$ cat src/rtl/cpu_pkg.sv
// Shared definitions for the 4-bit CPU: default widths, instruction field layout,
// fetch-relevant opcodes and the fetch stage state encoding.
package cpu_pkg;

    localparam int unsigned CPU_PC_W  = 4;
    localparam int unsigned CPU_INS_W = 9;

    // Instruction layout: opcode [8:5], bit 4 unused by fetch, operand [3:0]
    localparam int unsigned OPC_W   = 4;
    localparam int unsigned OPC_LSB = 5;
    localparam int unsigned OPR_W   = 4;
    localparam int unsigned OPR_LSB = 0;

    localparam logic [OPC_W-1:0] OP_JZ   = 4'hD;
    localparam logic [OPC_W-1:0] OP_JMP  = 4'hE;
    localparam logic [OPC_W-1:0] OP_HALT = 4'hF;

    typedef enum logic [1:0] {
        ST_IDLE  = 2'd0,
        ST_FETCH = 2'd1,
        ST_HALT  = 2'd2
    } fetch_state_e;

endpackage

$ cat src/rtl/fetch_next_pc.sv
// Combinational next-PC resolver: decodes jump/halt opcodes from the fetched
// instruction and selects between the jump target and the sequential PC.
module fetch_next_pc
    import cpu_pkg::*;
#(
    parameter int unsigned PC_W  = CPU_PC_W,
    parameter int unsigned INS_W = CPU_INS_W
) (
    input  logic [PC_W-1:0]  pc,
    input  logic [INS_W-1:0] ins_in,
    input  logic             zero_flag,
    output logic [PC_W-1:0]  next_pc_c,
    output logic             take_jump_c,
    output logic             is_halt_c
);

    logic [OPC_W-1:0] opcode;
    logic [OPR_W-1:0] operand;
    logic             unused_ins;

    assign opcode   = ins_in[OPC_LSB +: OPC_W];
    assign operand  = ins_in[OPR_LSB +: OPR_W];
    // Bits outside the opcode/operand fields are decode's business, not ours
    assign unused_ins = ^ins_in;

    always_comb begin
        take_jump_c = 1'b0;
        is_halt_c   = 1'b0;
        case (opcode)
            OP_JMP:  take_jump_c = 1'b1;
            OP_JZ:   take_jump_c = zero_flag;
            OP_HALT: is_halt_c   = 1'b1;
            default: take_jump_c = 1'b0;
        endcase
    end

    // Sequential increment wraps naturally at 2^PC_W
    assign next_pc_c = take_jump_c ? PC_W'(operand) : pc + PC_W'(1);

endmodule

$ cat src/rtl/fetch_unit.sv
// Instruction fetch stage: owns the PC, latches instructions from ins_mem into ir,
// and resolves jumps and halt so downstream sees one instruction per cycle.
module fetch_unit
    import cpu_pkg::*;
#(
    parameter int unsigned      PC_W     = CPU_PC_W,
    parameter int unsigned      INS_W    = CPU_INS_W,
    parameter logic [PC_W-1:0]  RESET_PC = '0
) (
    input  logic             clk,
    input  logic             rst_n,
    input  logic             start,
    input  logic             stall,
    input  logic             zero_flag,
    input  logic [INS_W-1:0] ins_in,
    output logic [PC_W-1:0]  pc,
    output logic [INS_W-1:0] ir,
    output logic             ir_valid,
    output logic             jump_taken,
    output logic             halted
);

    fetch_state_e     state_q;
    fetch_state_e     state_d;
    logic [PC_W-1:0]  pc_d;
    logic [INS_W-1:0] ir_d;
    logic             ir_valid_d;
    logic             jump_taken_d;
    logic             halted_d;

    logic [PC_W-1:0]  next_pc_c;
    logic             take_jump_c;
    logic             is_halt_c;

    fetch_next_pc #(
        .PC_W  (PC_W),
        .INS_W (INS_W)
    ) u_next_pc (
        .pc          (pc),
        .ins_in      (ins_in),
        .zero_flag   (zero_flag),
        .next_pc_c   (next_pc_c),
        .take_jump_c (take_jump_c),
        .is_halt_c   (is_halt_c)
    );

    // State and output registers
    always_ff @(posedge clk or negedge rst_n) begin
        if (!rst_n) begin
            state_q    <= ST_IDLE;
            pc         <= RESET_PC;
            ir         <= '0;
            ir_valid   <= 1'b0;
            jump_taken <= 1'b0;
            halted     <= 1'b0;
        end else begin
            state_q    <= state_d;
            pc         <= pc_d;
            ir         <= ir_d;
            ir_valid   <= ir_valid_d;
            jump_taken <= jump_taken_d;
            halted     <= halted_d;
        end
    end

    // Next-state and next-output logic; issue flags are single-cycle pulses
    always_comb begin
        state_d      = state_q;
        pc_d         = pc;
        ir_d         = ir;
        ir_valid_d   = 1'b0;
        jump_taken_d = 1'b0;
        halted_d     = 1'b0;
        case (state_q)
            ST_IDLE: begin
                if (start) begin
                    state_d = ST_FETCH;
                end
            end
            ST_FETCH: begin
                if (!stall) begin
                    ir_d       = ins_in;
                    ir_valid_d = 1'b1;
                    if (is_halt_c) begin
                        state_d = ST_HALT;
                    end else begin
                        pc_d         = next_pc_c;
                        jump_taken_d = take_jump_c;
                    end
                end
            end
            ST_HALT: begin
                // halted rises one edge after the HALT instruction is issued
                halted_d = 1'b1;
                if (start) begin
                    state_d  = ST_FETCH;
                    pc_d     = RESET_PC;
                    halted_d = 1'b0;
                end
            end
            default: begin
                state_d = ST_IDLE;
            end
        endcase
    end

endmodule

$ cat config.mk
export PLATFORM = sky130hd
export DESIGN_NAME = fetch_unit
export DESIGN_NICKNAME = d
export VERILOG_FILES = /design/src/rtl/cpu_pkg.sv /design/src/rtl/fetch_next_pc.sv /design/src/rtl/fetch_unit.sv
export SDC_FILE = /design/constraint.sdc
export NUM_CORES = 1
export LEC_CHECK = 0
export CAP_MARGIN = 5
export CORE_MARGIN = 1
export CORE_UTILIZATION = 50
export CTS_BUF_LIST = sky130_fd_sc_hd__clkbuf_4 sky130_fd_sc_hd__clkbuf_8
export CTS_CLUSTER_DIAMETER = 100
export CTS_CLUSTER_SIZE = 8
export DETAILED_ROUTE_END_ITERATION = 6
export PLACE_DENSITY = 0.94
export SLEW_MARGIN = 10
export SYNTH_ARGS = -nofsm -noshare
export SYNTH_HDL_FRONTEND = slang
export SYNTH_HIERARCHICAL = 1
export SYNTH_SLANG_ARGS = --single-unit
$ cat constraint.sdc
create_clock -name clk -period 3.4 [get_ports clk]
set_input_delay 1.02 -clock clk [delete_from_list [all_inputs] [get_ports clk]]
set_output_delay 1.02 -clock clk [all_outputs]
set_load 0.01 [all_outputs]
==> results of run 1 <==
[cells by family after synthesis]
kind of cell | Yosys count | synth area share
buf+inv | 7 | 0.0373
simple gates | 17 | 0.138
compound gates | 4 | 0.0566
mux | 17 | 0.238
fa+ha+maj | 1 | 0.0138
xor+xnor | 2 | 0.0193
flops | 18 | 0.497
[power by group]
group / internal (W) / switching, W / total (W)
registers: 0.000294 / 0.0000639 / 0.000358
logic: 0.000288 / 0.000179 / 0.000466
clock network: 0.0000414 / 0.0000672 / 0.000109
[per-stage QoR]
stage               area [µm²]  setup WS [ns]  hold slack (ns)
global placement          1220          0.873            0.490
detailed placement        1220          0.811            0.495
finish                    1240           1.07            0.515
global route              1240           1.03            0.534
floorplan                  906           1.48            0.529
CTS                       1240           1.06            0.518
[area by class of cell]
cell class	count	area share
Tap cell	25	0.0253
Sequential cell	18	0.364
Timing Repair Buffer	29	0.234
Inverter	6	0.0182
Clock buffer	3	0.0182
Multi-Input combinational cell	41	0.340
[cells in the final DEF, fill, tap and decap left out, drive strengths merged]
cell,count
nor4b,1
mux2,12
nor2,3
nor2b,1
ha,1
mux2i,5
nand2,6
nand3,1
nand3b,2
dfrtp,18
xor2,1
clkdlybuf4s50,29
or2b,1
inv,6
o22ai,1
o31ai,1
a21o,1
clkbuf,3
xnor2,1
nand2b,2
a21oi,1
[cells in the mapped netlist, drive strengths merged]
master,count,area share
nor2,3,0.021
xnor2,1,0.0097
nor4b,1,0.0097
o22ai,1,0.0069
or2b,1,0.0097
a21o,1,0.0083
xor2,1,0.0097
a21oi,1,0.018
buf,1,0.012
inv,6,0.025
nand2b,2,0.030
mux2,12,0.18
ha,1,0.014
dfrtp,18,0.50
mux2i,5,0.055
nand3,1,0.0055
nor2b,1,0.0069
nand3b,2,0.030
o31ai,1,0.023
nand2,6,0.025
[worst min-delay path by stage]
stage | cells after the start | endpoint | slack [ns]
CTS | 1 | ir[0] | 0.52
global placement | 1 | ir[0] | 0.49
floorplan | 1 | state_q[0] | 0.53
global route | 1 | ir[0] | 0.53
detailed placement | 1 | ir[8] | 0.50
finish | 1 | ir[0] | 0.51
[sequential cells by signal (all words and copies together), names as in the netlist]
signal,flops
jump_taken,1
ir_valid,1
halted,1
ir,9
pc,4
state_q,2
[per-layer routing]
| metal | GRT usage | share of wire | vias to the layer above | routed length (µm) |
|---|---|---|---|---|
| met5 | 0 | 0 | - | 0 |
| met4 | 0.145 | 0.033 | 0 | 61 |
| met3 | 0.0694 | 0.052 | 6 | 96 |
| met2 | 0.365 | 0.52 | 21 | 949 |
| met1 | 0.238 | 0.40 | 311 | 729 |
| li1 | - | - | 289 | - |
==> flow_summary_export.csv, run 1 <==
group,metric,value,unit
finish,final_util,0.725,
pwr,vdd_drop_max,383,µV
sta,grt_setup_unrepaired,"no",
route,viasPerCell,5.14,
finish,layout-drive-gt1-share,0.227,
run_status,status,"completed",
placed_design,io_buffers,29,
critical_path,crit_buf_inv,1,
placed_design,dp_cells,119,
critical_path,path_class,"register to output port",
sta,setup_violations,0,
floorplan,row_count,15,
finish,regArea,450,µm²
critical_path,critPathSlowestCell,"clkdlybuf4s50_1",
yosys,ys_warn_count,6,
clocking,cts_root_buf,"clkbuf_4",
clocking,cts_inserted_buffers,3,
critical_path,cpPeakStageDelay,0.57,ns
global_route,grt_pass1_vias,679,
sta,max_freq,0.429,GHz
finish,n_fill_cell,114,
floorplan,die_h,44.6,µm
sta,tns,0,ns
yosys,yosysSeqAreaShare,0.497,
critical_path,rr_endpoint,"ir[0]",
finish,n_antenna_cell,0,
route,vias,627,
route,totalWireLength,1840,µm
finish,multiInputGateArea,422,µm²
finish,final_nets,114,
clocking,clkSlewWorstSetupHoldPaths,0.09,ns
finish,area_delta_synth_final,36.7,%
sta,period_minus_slack,2.33,ns
clocking,clockBufferDepth,2,
hold_path,min-delay-start,"ir[0]",
yosys,syn_inst,66,
critical_path,worst_r2r_path_depth,3,
floorplan,core_area,1710,µm²
clocking,postCtsSetupBuffers,0,
critical_path,cp-start-kind,"register",
critical_path,cp-endpoint,"pc[0]",
flow_run,drv_cap,0,
route,route.detailed.drc,0,
placed_design,place_hpwl,1330,µm
pwr,power_density,753,nW/µm²
route,wire_per_inst,15.0,µm
clocking,cts_hold_buf,0,
critical_path,r2r_setup_slack,1.99,ns
critical_path,startpoint,"pc[0]",
floorplan,ios,30,
critical_path,endpoint_kind,"output port",
floorplan,die_x,44.6,µm
yosys,syn_nets,81,
global_route,antenna_found_initial,0,
global_route,grt_max_degree,19,
clocking,cts.sinks,18,
critical_path,path_depth,1,
sta,finalHoldViolCount,0,
critical_path,crit_chain,"clkdlybuf4s50_1",
yosys,synthesis.area,906,µm²
critical_path,crit_fanout,5,
clocking,cts_tree,"done",
clocking,clk_latency,0.31,ns
global_route,grt_first_pass_wirelength,2950,µm
sta,drv_slew,0,
clocking,cts_resized,0,
route,drtPass1Iterations,4,
critical_path,r2r_start,"state_q[1]",
pwr,p_total,0.000933,W
global_route,grt_usage,0.219,
route,drt-initial-drc-count,5,
yosys,syn_avg_cell_area,13.7,µm²
sta,worst_pin_slew,0.800,ns
yosys,ys_types,23,
finish,layoutNonFillerInstCount,122,
yosys,synth-seq-cells,18,
floorplan,die_area,1990,µm²
critical_path,cp.required,2.38,ns
pwr,p_leak,0.571,nW
global_route,overflow,0,
sta,slew_headroom,0.465,
hold_path,hp-class,"register to register",
sta,fin_skew,0.00730,ns
route,final_antenna_net_count,0,
critical_path,arrival,1.31,ns
sta,period_share,0.686,
clocking,h-tree-depth,1,
placed_design,gp_congestion,0.755,
critical_path,critPathTopFamily,"buffers and inverters",
floorplan,initial_core_util,0.530,
No activity file was read; power rests on OpenSTA's default activity.
==> run 2, diff against run 1 <==
--- a/config.mk
+++ b/config.mk
@@ -7,12 +7,12 @@
 export LEC_CHECK = 0
 export CAP_MARGIN = 5
 export CORE_MARGIN = 1
-export CORE_UTILIZATION = 50
+export CORE_UTILIZATION = 42
 export CTS_BUF_LIST = sky130_fd_sc_hd__clkbuf_4 sky130_fd_sc_hd__clkbuf_8
 export CTS_CLUSTER_DIAMETER = 100
 export CTS_CLUSTER_SIZE = 8
 export DETAILED_ROUTE_END_ITERATION = 6
-export PLACE_DENSITY = 0.94
+export PLACE_DENSITY = 0.85
 export SLEW_MARGIN = 10
 export SYNTH_ARGS = -nofsm -noshare
 export SYNTH_HDL_FRONTEND = slang
==> constraint.sdc (replaced) <==
create_clock -name clk -period 2.02 [get_ports clk]
set_input_delay 0.606 -clock clk [delete_from_list [all_inputs] [get_ports clk]]
set_output_delay 0.606 -clock clk [all_outputs]
set_load 0.01 [all_outputs]
==> run 2 against run 1 <==
  * Cell count increased by 4.1%
  * Via count decreased by 6.2%
  * Sequential share of layout area fell by 1.1 points
  * Critical path type unchanged
  * Hold slack improved by 0.0068 ns
  * Highest routed layer unchanged
  * Sequential power increased by 68%
  * Global-route usage fell by 5.7 points
  * Non-clock buffer count rose by 3
  * Worst setup slack worse by 0.92 ns
  * First-iteration DRC count grew 20%
  * Clock skew fell by 0.0052 ns
  * Register-to-register slack worse by 1.3 ns
  * Combinational power increased by 72%
==> flow_summary_export.csv, run 2 (synthesis gave the netlist of run 1 again) <==
group,metric,value,unit
clocking,clkSlewWorstSetupHoldPaths,0.09,ns
floorplan,core_area,2000,µm²
critical_path,cp.required,1.41,ns
critical_path,crit_fanout,5,
finish,area_delta_synth_final,40.9,%
finish,n_antenna_cell,0,
critical_path,path_depth,1,
sta,period_share,0.928,
floorplan,die_h,48.4,µm
finish,layout_commonest_cell,"clkdlybuf4s50_1",
route,viasPerCell,4.63,
finish,final_util,0.638,
placed_design,gp_congestion,0.762,
sta,layout_setup_ws,0.145,ns
floorplan,row_count,16,
pwr,vdd_drop_max,543,µV
pwr,p_leak,0.590,nW
pwr,combPwrFrac,0.509,
global_route,grt_usage,0.162,
critical_path,path_class,"register to output port",
placed_design,io_buffers,29,
floorplan,initial_core_util,0.453,
hold_path,hp-class,"register to register",
pwr,power_density,1230,nW/µm²
route,totalWireLength,1650,µm
sta,period_minus_slack,1.87,ns
finish,largest_reg_flops,9,
sta,max_freq,0.533,GHz
hold_path,holdPathStages,1,
critical_path,worst_r2r_path_depth,5,
finish,layout-drive-gt1-share,0.250,
critical_path,crit_chain,"clkdlybuf4s50_1",
critical_path,cp-start-kind,"register",
placed_design,place_hpwl,1310,µm
clocking,cts.sinks,18,
clocking,cts_inserted_buffers,3,
placed_design,preCtsSetupSlack,-0.0937,ns
sta,finalHoldViolCount,0,
global_route,overflow,0,
sta,drv_slew,0,
finish,multiInputGateArea,422,µm²
sta,slew_headroom,0.750,
finish,final_nets,117,
pwr,p_int,0.00107,W
route,drtPass1Iterations,4,
critical_path,endpoint_kind,"output port",
clocking,cts_resized,0,
route,final_antenna_net_count,0,
sta,worst_pin_slew,0.374,ns
finish,reg_top3,"ir (9), pc (4), state_q (2)",
flow_run,drv_cap,0,
critical_path,critPathTopFamily,"buffers and inverters",
critical_path,critPathSlowestCell,"clkdlybuf4s50_1",
route,drt-initial-drc-count,6,
clocking,clk_latency,0.28,ns
route,route.detailed.drc,0,
finish,layout_common_cells,"29 x clkdlybuf4s50_1, 18 x dfrtp_1, 8 x mux2_4, 6 x inv_1, 6 x nand2_1",
pwr,p_clk_frac,0.107,
global_route,grt_max_degree,19,
route,wire_per_inst,13.0,µm
pwr,seq_power_share,0.384,
critical_path,crit_buf_inv,1,
clocking,h-tree-depth,1,
clocking,clockBufferDepth,2,
sta,setup_violations,0,
clocking,cts_tree,"done",
global_route,antenna_found_initial,0,
sta,finalHoldWorstSlack,0.522,ns
route,vias,588,
clocking,postCtsSetupBuffers,0,
finish,regMostFlops,"ir",
global_route,grt_pass1_vias,601,
global_route,grt_first_pass_wirelength,2820,µm
clocking,cts_hold_buf,0,
finish,regArea,450,µm²
finish,n_fill_cell,151,
floorplan,die_area,2350,µm²
floorplan,ios,30,
critical_path,arrival,1.27,ns
clocking,cts_root_buf,"clkbuf_4",
run_status,status,"completed",
sta,grt_setup_unrepaired,"no",
floorplan,die_x,48.4,µm
critical_path,cpPeakStageDelay,0.56,ns
pwr,power.switching,0.000499,W
sta,fin_skew,0.00209,ns
pwr,switching_share,0.318,
## run 2: cell type report
| type | count | share of cell area |
|---|---|---|
| clock buffers | 3 | 0.0176 |
| inverters | 6 | 0.0176 |
| multi-input cells | 41 | 0.330 |
| flip-flops and latches | 18 | 0.353 |
| well taps | 27 | 0.0265 |
| repair buffers | 32 | 0.255 |
## run 2: stage by stage
stage	cell area [µm²]	power, W	instances	TNS (ns)
final	1280	0.00157	127	0
after global routing	1280	0.00170	127	0
after CTS	1280	0.00159	127	0
after detailed placement	1250	0.00142	124	-0.313
after global placement	1250	0.00139	124	-0.221
after floorplan	906	0.00105	66	0
## run 2: per-layer routing
| layer | GRT usage | share of wire |
|---|---|---|
| met1 | 0.215 | 0.47 |
| met2 | 0.256 | 0.48 |
| met3 | 0.0252 | 0.042 |
| met4 | 0.0882 | 0.013 |
| met5 | 0 | 0 |
## run 2: worst paths after layout
check	slack, ns	from	to
setup / recovery	0.15	pc[0]	pc[0]
hold / removal	0.52	ir[8]	ir[8]
setup reg to reg	0.70	pc[0]	pc[2]
hold reg to reg	0.52	ir[8]	ir[8]
max in group asynchronous	1.18	rst_n	pc[2]
min in group asynchronous	0.65	rst_n	ir[8]
## run 2: power by group through the flow
| stage | combinational (W) | clock (W) | sequential, W |
|---|---|---|---|
| final | 0.000800 | 0.000168 | 0.000603 |
| after global routing | 0.000872 | 0.000196 | 0.000628 |
| after CTS | 0.000811 | 0.000176 | 0.000607 |
| after detailed placement | 0.000809 | 0 | 0.000614 |
| after global placement | 0.000791 | 0 | 0.000601 |
| after floorplan | 0.000395 | 0 | 0.000653 |
==> run 3, diff against run 2 <==
--- a/config.mk
+++ b/config.mk
@@ -5,6 +5,7 @@
 export SDC_FILE = /design/constraint.sdc
 export NUM_CORES = 1
 export LEC_CHECK = 0
+export ABC_CLOCK_PERIOD_IN_PS = 2020
 export CAP_MARGIN = 5
 export CORE_MARGIN = 1
 export CORE_UTILIZATION = 42
==> results of run 3 <==
Final layout, timing and power as in run 2 (identical DEF).
